<file path="src/rtl/pipeline_pkg.sv">
// Purpose: shared MIPS pipeline constants and the fetch FSM state encoding.
// Latency: n/a (declarations only).
// Backpressure: n/a.
// Contents: branch/jump opcodes that branch_detection decodes, the NOP
//           word, and the state type of the fetch stage controller.
package pipeline_pkg;

   localparam logic [5:0]  OPC_BEQ   = 6'b000100;
   localparam logic [5:0]  OPC_BNE   = 6'b000101;
   localparam logic [5:0]  OPC_J     = 6'b000010;
   localparam logic [31:0] NOP_INSTR = 32'h0000_0000;

   typedef enum logic [1:0] {
      ST_BOOT  = 2'd0,
      ST_RUN   = 2'd1,
      ST_STALL = 2'd2,
      ST_REDIR = 2'd3
   } fetch_state_t;

endpackage

</file>
<file path="src/rtl/pc_counter.sv">
// Purpose: program counter register with load, hold, +4 increment and wrap.
// Latency: 1 cycle (new PC visible after the clock edge).
// Backpressure: inc=0 holds the PC; load takes priority over inc.
// Ports: clk, rst (sync, active high), load/load_pc (redirect target,
//        word aligned internally), inc (advance by 4), pc (current PC).
module pc_counter #(
   parameter int              ADDR_W   = 32,
   parameter logic [ADDR_W-1:0] RESET_PC = '0
) (
   input  logic              clk,
   input  logic              rst,
   input  logic              load,
   input  logic [ADDR_W-1:0] load_pc,
   input  logic              inc,
   output logic [ADDR_W-1:0] pc
);

   // Instruction addresses are word aligned: the two low bits are cleared.
   localparam logic [ADDR_W-1:0] ALIGN_MASK = ~ADDR_W'(3);

   always_ff @(posedge clk) begin
      if (rst) begin
         pc <= RESET_PC;
      end else if (load) begin
         pc <= load_pc & ALIGN_MASK;
      end else if (inc) begin
         pc <= pc + ADDR_W'(4);    // wraps modulo 2^ADDR_W
      end
   end

endmodule

</file>
<file path="src/rtl/fetch_stage.sv">
// Purpose: MIPS instruction-fetch stage; owns the PC, drives imem, loads IF/ID.
// Latency: address issued at edge k reaches IF/ID at edge k+2; 1 instr/cycle.
// Backpressure: stall_i holds PC, in-flight slot and IF/ID; redirect_i overrides stall_i.
// Ports: clk, rst (sync active high), stall_i, redirect_i/redirect_pc_i,
//        imem_en_o/imem_addr_o/imem_data_i (1-cycle synchronous memory),
//        ifid_instr_o/ifid_opcode_o/ifid_pc4_o/ifid_valid_o (IF/ID register).
// Option: define BRANCH_DELAY_SLOT_EN to keep the delay-slot instruction on a
//         redirect; otherwise it is squashed along with the wrong-path fetch.
module fetch_stage
   import pipeline_pkg::*;
#(
   parameter int                ADDR_W   = 32,
   parameter logic [ADDR_W-1:0] RESET_PC = 32'h0000_0000
) (
   input  logic              clk,
   input  logic              rst,
   input  logic              stall_i,
   input  logic              redirect_i,
   input  logic [ADDR_W-1:0] redirect_pc_i,
   output logic              imem_en_o,
   output logic [ADDR_W-1:0] imem_addr_o,
   input  logic [31:0]       imem_data_i,
   output logic [31:0]       ifid_instr_o,
   output logic [5:0]        ifid_opcode_o,
   output logic [ADDR_W-1:0] ifid_pc4_o,
   output logic              ifid_valid_o
);

   fetch_state_t      state_q;
   logic [ADDR_W-1:0] pc_q;
   logic [ADDR_W-1:0] inflight_pc_q;
   logic              inflight_vld_q;
   logic              slot_vld;

   // imem_data_i carries a real instruction only once a fetch has been issued
   // on the correct path. In STALL the memory output is frozen, so validity is
   // whatever it was when the stall began (a stall straight out of BOOT or
   // REDIR holds an empty slot).
   assign slot_vld = (state_q == ST_RUN) ||
                     ((state_q == ST_STALL) && inflight_vld_q);

   assign imem_addr_o   = pc_q;
   assign imem_en_o     = !stall_i || redirect_i;
   assign ifid_opcode_o = ifid_instr_o[31:26];

   pc_counter #(
      .ADDR_W   (ADDR_W),
      .RESET_PC (RESET_PC)
   ) u_pc (
      .clk     (clk),
      .rst     (rst),
      .load    (redirect_i),
      .load_pc (redirect_pc_i),
      .inc     (!stall_i),
      .pc      (pc_q)
   );

   always_ff @(posedge clk) begin
      if (rst) begin
         state_q        <= ST_BOOT;
         inflight_vld_q <= 1'b0;
         inflight_pc_q  <= RESET_PC;
         ifid_instr_o   <= NOP_INSTR;
         ifid_pc4_o     <= '0;
         ifid_valid_o   <= 1'b0;
      end else if (redirect_i) begin
         // The fetch issued at the old pc_q this edge is wrong-path; the slot
         // is marked empty so the next edge loads a bubble.
`ifdef BRANCH_DELAY_SLOT_EN
         if (slot_vld) begin
            ifid_instr_o <= imem_data_i;
            ifid_pc4_o   <= inflight_pc_q + ADDR_W'(4);
            ifid_valid_o <= 1'b1;
         end else begin
            ifid_instr_o <= NOP_INSTR;
            ifid_pc4_o   <= '0;
            ifid_valid_o <= 1'b0;
         end
`else
         ifid_instr_o   <= NOP_INSTR;
         ifid_pc4_o     <= '0;
         ifid_valid_o   <= 1'b0;
`endif
         inflight_vld_q <= 1'b0;
         state_q        <= ST_REDIR;
      end else if (stall_i) begin
         inflight_vld_q <= slot_vld;
         state_q        <= ST_STALL;
      end else begin
         if (slot_vld) begin
            ifid_instr_o <= imem_data_i;
            ifid_pc4_o   <= inflight_pc_q + ADDR_W'(4);
            ifid_valid_o <= 1'b1;
         end else begin
            ifid_instr_o <= NOP_INSTR;
            ifid_pc4_o   <= '0;
            ifid_valid_o <= 1'b0;
         end
         inflight_pc_q  <= pc_q;
         inflight_vld_q <= 1'b1;
         state_q        <= ST_RUN;
      end
   end

endmodule

</file>
<file path="config.mk">
export PLATFORM = sky130hd
export DESIGN_NAME = fetch_stage
export DESIGN_NICKNAME = d
export VERILOG_FILES = /design/src/rtl/pipeline_pkg.sv /design/src/rtl/pc_counter.sv /design/src/rtl/fetch_stage.sv
export SDC_FILE = /design/constraint.sdc
export NUM_CORES = 1
export LEC_CHECK = 0
export ABC_AREA = 1
export ABC_CLOCK_PERIOD_IN_PS = 4300
export CORE_ASPECT_RATIO = 0.6
export CORE_UTILIZATION = 52
export DETAILED_ROUTE_END_ITERATION = 10
export GPL_ROUTABILITY_DRIVEN = 1
export PLACE_DENSITY = 0.87
export RECOVER_POWER = 50
export SLEW_MARGIN = 20
export SYNTH_ARGS = -nofsm -noshare
export SYNTH_HDL_FRONTEND = slang
export SYNTH_SLANG_ARGS = --single-unit
</file>
<file path="constraint.sdc">
create_clock -name clk -period 4.3 [get_ports clk]
set_input_delay 0.645 -clock clk [delete_from_list [all_inputs] [get_ports clk]]
set_output_delay 0.645 -clock clk [all_outputs]
set_load 0.01 [all_outputs]
</file>
# Word-level counts from Yosys, hierarchy flattened
# Cells that the tools add are included.
# totals
word_cells,29
out_inout_bits,104
reg_bits,132
in_bits,68
# classes
addsub,2
bitwise,2
n_eq_ne,3
n_mux,8
n_reduce_logical,6
# ops
op,n
$mux 32,4
$add 32x3->32 const B,2
$mux 2,2
$eq 2x1->1 const B,1
$eq 2x2->1 const B,1
$logic_or 1x1->1,2
$mux 1,2
$ne 2x1->1 const B,1
$not 1->1,2
$reduce_and 2->1,1
$reduce_or 2->1,1
$logic_and 1x1->1,1
$logic_not 1->1,1

# Logic depth before layout (Yosys ltp)
# Gate-level depths: netlist (run 1).
# logic_depth
ltp_word,4
mapped_depth,10
ltp_nobuf,10

# Modules after synthesis
# A second synthesis (run 1) with hierarchy kept.
# hier_totals
hier_cells,956
area_unflattened_um2,6491.2
# modules_own_cells
module,n_inst,cells_per_inst,area_per_inst_um2,seq_area_each_um2
fetch_stage,1,630,4390.5,2001.9
pc_counter,1,326,2100.8,600.6

# Worst setup path before layout (run 1)
# OpenSTA, ideal clock, no wires.
# synth_path
path_type,input to register
from,input stall_i
to,register u_pc.pc[12]
arrival_time_ps,1570
n_path_buf,3
setup_slack_ps,2673
path_stages,8
path_cell_list,buf_4 -> nor2_4 -> inv_2 -> buf_6 -> buf_6 -> nor4_1 -> o21ai_1 -> inv_1
# synth_via
elab_chain_cells,1
# synth_lines
element,line_no,rtl
from (decl),fetch_stage.sv:17,"input logic stall_i,"
$ne 2x1->1 (no line),-,
to (signal assigned),pc_counter.sv:25,pc <= load_pc & ALIGN_MASK;
to (signal assigned),pc_counter.sv:27,pc <= pc + ADDR_W'(4);
to (decl),pc_counter.sv:15,output logic [ADDR_W-1:0] pc
# Every way passes these cells.
# A chain may end at the register's enable or synchronous reset.

# Final worst setup path (run 1)
# layout_path
from,input redirect_i
to,output imem_en_o
# layout_via
elab_chain_cells,1
# layout_lines
element,line_no,rtl
from (decl),fetch_stage.sv:18,"input logic redirect_i,"
$logic_or 1x1->1,fetch_stage.sv:43,assign imem_en_o = !stall_i || redirect_i;
to (decl),fetch_stage.sv:20,"output logic imem_en_o,"
# Every way passes these cells.

==> results of run 1 <==
-- cell usage in the layout (no fill, tap or decap), types with 3 or more instances in the layout --
| master | instances |
|---|---|
| nand2_1 | 289 |
| dfxtp_1 | 126 |
| dlygate4sd3_1 | 100 |
| inv_1 | 97 |
| nor2_1 | 88 |
| a21oi_1 | 80 |
| nand3_1 | 65 |
| clkdlybuf4s50_1 | 64 |
| o21ai_0 | 33 |
| nand4_1 | 23 |
| a211oi_1 | 20 |
| clkbuf_16 | 17 |
| nor2_4 | 9 |
| nor2_2 | 7 |
| nor3_1 | 6 |
| a22o_1 | 6 |
| o211ai_1 | 6 |
| nand3b_1 | 5 |
| bufinv_16 | 5 |
| clkinv_4 | 5 |
| buf_4 | 5 |
| conb_1 | 4 |
| nand3_4 | 3 |
| inv_6 | 3 |
-- report_power, final --
| part | switching [mW] | leakage (nW) | internal [mW] |
|---|---|---|---|
| logic | 0.168 | 2.23 | 0.136 |
| registers | 0.0493 | 1.03 | 1.21 |
| clock network | 0.565 | 0.315 | 1.04 |
| total | 0.782 | 3.57 | 2.39 |
-- cell type report --
cell class	instances	area [µm²]	share of cell area
Multi-Input combinational cell	659	3100	0.363
Sequential cell	126	2520	0.295
Timing Repair Buffer	171	1690	0.198
Clock buffer	17	425	0.0498
Inverter	100	377	0.0441
Clock inverter	15	235	0.0275
Tap cell	160	200	0.0234
-- layer usage --
layer  track usage  up-vias  wire (µm)
met1         0.421     3021       8200
met4        0.0706        0        189
met2         0.468      349       8050
met3        0.0913       24       1960
li1              -     3296          -
met5             0        -          0
-- stage by stage --
stage	util	instance area, µm²	total power, mW	cells
finish	0.742	8550	3.17	1248
global route	0.742	8550	3.27	1248
global placement	0.685	7900	1.59	1216
floorplan	-	6270	1.44	935
CTS	0.742	8560	3.19	1248
detailed placement	0.685	7900	1.59	1216
-- kinds of logic after synthesis --
logic type,count (synthesis),synth area share
AND/OR/NAND/NOR,499,0.349
AO/OA/AOI/OAI,152,0.137
adder cells (fa/ha/maj),2,0.00400
other,1,0.000599
buffers and inverters,150,0.103
XOR/XNOR,2,0.00280
flip-flops,126,0.403
-- worst max-delay path: cells and delay by family --
kind          cells  cell delay, ns
buf+inv           3            1.55
simple gates      1            0.18
-- state kept, by name, indices dropped and copies added (netlist names) --
signal,cells
ifid_instr_o,32
ifid_pc4_o,30
inflight_pc_q,30
u_pc.pc,30
state_q,2
ifid_valid_o,1
inflight_vld_q,1
-- synthesized netlist by cell type, drive strengths merged --
master / number / area (µm²)
clkinv: 1 / 3.75
ha: 2 / 25.0
a22o: 6 / 52.6
a21oi: 80 / 400
nand4: 23 / 144
a31oi: 2 / 12.5
nor3: 6 / 30.0
buf: 33 / 204
inv: 99 / 372
o311ai: 1 / 8.76
o21ai: 35 / 175
a22oi: 1 / 7.51
nor4: 1 / 6.26
clkbuf: 17 / 65.1
nand2: 291 / 1100
nand3b: 5 / 37.5
xor2: 2 / 17.5
and2: 1 / 6.26
a211oi: 20 / 150
conb: 1 / 3.75
o211ai: 6 / 45.0
a41oi: 1 / 8.76
nand3: 68 / 378
dfxtp: 126 / 2520
nor2: 104 / 483
-- worst paths after layout --
check                                     from              to  slack, ns  cells after the start
worst min register to register  ifid_pc4_o[23]  ifid_pc4_o[23]       0.46                      2
worst min-delay path            ifid_pc4_o[23]  ifid_pc4_o[23]       0.46                      2
worst max-delay path                redirect_i       imem_en_o       1.27                      4
worst max register to register      state_q[0]  ifid_pc4_o[31]       2.00                      9
==> results.md, run 1 <==
- H-tree Lvls: 4
- Min cycle time layout: 3.03 ns
- #FFs+latches synth: 126
- First-pass GRT wire length: 29.7 mm
- Worst Path Required: 3.65 ns
- Gpl congestion: 0.935
- CTS tree: done
- Setup-failing EPs final: 0
- Cells after Synth: 932
- PwrDens: 371 nW/µm²
- Reg clk slew, reported paths: 0.06 ns
- DRC violations left: 0
- Area delta synth->final: 36.5%
- Top Ports: 172
- Avg Cell Area, Syn: 6.72 µm²
- Synthesized cell area: 6260 µm²
- Slew at the pin closest to its max-slew limit: 1.37 ns
- Post-CTS sizing: 0
- Clock latency on the worst-skew pair: 0.41 ns
- CTS max path bufs: 2
- Layout cells sized above 1: 0.0561
- Slowest CP cell: dlygate4sd3_1
- Synth warn: 0
- Root buf cell: clkbuf_16
- Final Hold Vio Count: 0
- CP arrival: 2.39 ns
- Starting density of the core: 0.543
- Pre-CTS setup slack: 1.23 ns
- CP peak stage delay: 0.84 ns
- Routed Antenna Nets: 0
- Worst VDD drop: 0.334 mV
- Aggregate global-route resource usage: 0.306
- Register area share after synthesis: 0.403
- Vias in the first global route: 6014
- Type of the worst min-delay path: flip-flop to flip-flop
- Sink Count: 126
- GRT overflow: 0
- Drt pass-1 iters: 5
- RSZ-0062 raised after global routing: no
- Static Leakage: 3.57 nW
- Clk_skew: 0.00722 ns
- Setup ws final: 1.27 ns
- Setup CP Type: input pin to primary output
- Routed WL: 18.4 mm
- WHS: 0.460 ns
- Synth unique cells: 36
- Fin crit share: 0.705
- Setup TNS: 0 ns
- Routed len/inst: 14.7 µm
- Die Area: 12500 µm²
- Largest net degree at the start of global routing: 65
- Crit-path max FO: 12
- Max Clock Freq: 330 MHz
- FILL cells: 920
- TritonCTS buffer count: 17
- CP Launch Type: input pin
- DPL Wire Length: 12.7 mm
- Vias: 6690
- Cts-stage hold buffer count: 0
- Die W: 144 µm
- Port bufs: 165
- Headroom to the max-slew limit: 0.0856
- DRT iter0 DRCs: 614
- # nets final: 1145
- Row count: 30
- Via-per-instance ratio: 5.36
- Final Max Tran Viols: 0
- Number of diodes: 0
- Max cap viols: 0
- Setup bufs post-CTS: 0
- Status: complete, no violations
- Critical path, cell by cell: dlygate4sd3_1, inv_2, nand2_4, clkdlybuf4s50_1
- Antenna violations before repair: 0
- Core area: 11500 µm²
- Chip height: 87.0 µm
- CP Capture Type: primary output
(Power assumes the default switching activity.)
==> run 2: changes to the inputs <==
--- a/config.mk
+++ b/config.mk
@@ -6,12 +6,12 @@
 export NUM_CORES = 1
 export LEC_CHECK = 0
 export ABC_AREA = 1
-export ABC_CLOCK_PERIOD_IN_PS = 4300
+export ABC_CLOCK_PERIOD_IN_PS = 2500
 export CORE_ASPECT_RATIO = 0.6
-export CORE_UTILIZATION = 52
+export CORE_UTILIZATION = 44
 export DETAILED_ROUTE_END_ITERATION = 10
 export GPL_ROUTABILITY_DRIVEN = 1
-export PLACE_DENSITY = 0.87
+export PLACE_DENSITY = 0.79
 export RECOVER_POWER = 50
 export SLEW_MARGIN = 20
 export SYNTH_ARGS = -nofsm -noshare
==> constraint.sdc (replaced) <==
create_clock -name clk -period 2.5 [get_ports clk]
set_input_delay 0.375 -clock clk [delete_from_list [all_inputs] [get_ports clk]]
set_output_delay 0.375 -clock clk [all_outputs]
set_load 0.01 [all_outputs]
==> results.md, run 2 (synthesis results as in run 1) <==
- Clock latency on the worst-skew pair: 0.41 ns
- # nets final: 1151
- Worst Path Required: 2.84 ns
- DRT iter0 DRCs: 592
- Setup bufs post-CTS: 0
- Max Clock Freq: 473 MHz
- GRT overflow: 0
- First-pass GRT wire length: 29.0 mm
- Headroom to the max-slew limit: 0.531
- Setup CP Type: input pin to flip-flop
- Chip height: 94.4 µm
- Number of diodes: 0
- Top Ports: 172
- TritonCTS buffer count: 17
- Aggregate global-route resource usage: 0.251
- Setup ws final: 0.387 ns
- Final Hold Vio Count: 0
- Vias: 6655
- PwrDens: 622 nW/µm²
- CTS tree: done
- Fin crit share: 0.845
- Most common cell after layout, fill and taps aside: nand2_1
- Post-CTS sizing: 0
- DPL Wire Length: 13.0 mm
- Die W: 156 µm
- Layout cells sized above 1: 0.0612
- Final Instance Area: 8640 µm²
- WHS: 0.453 ns
- Most frequent cells in the layout: 289 x nand2_1, 126 x dfxtp_1, 97 x inv_1, 97 x clkdlybuf4s50_1, 87 x nor2_1
- CP Launch Type: input pin
- Starting density of the core: 0.455
- Largest net degree at the start of global routing: 65
- Slew at the pin closest to its max-slew limit: 0.703 ns
- DRC violations left: 0
- Setup TNS: 0 ns
- Cts-stage hold buffer count: 0
- Gate power share: 0.101
- Routed WL: 18.4 mm
- NetSw: 1.27 mW
- Reg clk slew, reported paths: 0.06 ns
- Flop pwr share: 0.404
- Static Leakage: 3.53 nW
- Switch share: 0.235
- Die Area: 14700 µm²
- Row count: 33
- Setup-failing EPs final: 0
- CTS max path bufs: 2
- Routed Antenna Nets: 0
- CP Capture Type: flip-flop
- Clk pwr share: 0.495
- Pre-CTS setup slack: 0.357 ns
- Largest Register: ifid_instr_o
- Gpl congestion: 0.907
- Status: complete, no violations
- Drt pass-1 iters: 5
- Worst VDD drop: 0.455 mV
- Max FFs per register: 32
- Routed len/inst: 14.3 µm
- Antenna violations before repair: 0
- Final design utilization: 0.629
- Core area: 13700 µm²
- Vias in the first global route: 5721
- CP arrival: 2.45 ns
- Min cycle time layout: 2.11 ns
- Port bufs: 165
- Via-per-instance ratio: 5.17
- Root buf cell: clkbuf_16
- Type of the worst min-delay path: flip-flop to flip-flop
- Max cap viols: 0
- Clk_skew: 0.0133 ns
- Placed Area: 8010 µm²
- Sink Count: 126
- Int Pwr: 4.11 mW
- RSZ-0062 raised after global routing: no
- Area delta synth->final: 38.0%
- Crit-path max FO: 32
- Final Max Tran Viols: 0
- H-tree Lvls: 4
run 2: cell count changes in the layout (fill, tap and decap cells not counted), sizes merged:
cell,delta
clkdlybuf4s50,+33
clkinv,-1
buf,+5
inv,-3
bufinv,-1
dlygate4sd3,-33
clkbuf,+6
run 2: critical path, stage by stage:
cell and delay, ns:
clkdlybuf4s50_1 0.43, clkbuf_2 0.44, nor2_4 0.22, clkbuf_2 0.54, nand2_1 0.10, o21ai_1 0.17
a21oi_1 0.06, nor2_1 0.09
run 2: path summary, 6_finish.rpt:
path / slack, ns / from / depth (start not counted) / end
max reg2reg: 0.50 / state_q[0] / 9 / ifid_pc4_o[16]
max: 0.39 / redirect_i / 8 / u_pc.pc[17]
min reg2reg: 0.45 / ifid_instr_o[0] / 2 / ifid_instr_o[0]
min: 0.45 / ifid_instr_o[0] / 2 / ifid_instr_o[0]
run 2: area by class of cell:
| cell class | count | area, µm² |
|---|---|---|
| clock inverter | 10 | 159 |
| multi-input combinational | 659 | 3110 |
| timing repair buffer | 177 | 1760 |
| tap | 192 | 240 |
| fill | 1287 | 5110 |
| clock buffer | 22 | 484 |
| sequential | 126 | 2520 |
| inverter | 100 | 375 |
run 2: power by group through the flow:
| stage | logic [mW] | registers [mW] | clock network [mW] |
|---|---|---|---|
| final | 0.546 | 2.17 | 2.66 |
| after floorplan | 0.271 | 2.21 | 0 |
| after global routing | 0.598 | 2.18 | 2.79 |
| after CTS | 0.552 | 2.17 | 2.70 |
| after global placement | 0.542 | 2.21 | 0 |
| after detailed placement | 0.546 | 2.21 | 0 |
run 2: stage by stage:
step           instances  power [mW]
2_1_floorplan        935        2.48
3_3_place_gp        1254        2.75
3_5_place_dp        1254        2.76
4_1_cts             1286        5.42
5_1_grt             1286        5.57
6_report            1286        5.38
run 2: routing by layer:
| metal | up-vias | GRT usage | share of wire |
|---|---|---|---|
| met1 | 3020 | 0.362 | 0.48 |
| met4 | 0 | 0.0466 | 0.0065 |
| met5 | - | 0 | 0 |
| met3 | 17 | 0.0629 | 0.095 |
| li1 | 3311 | - | - |
| met2 | 307 | 0.378 | 0.42 |
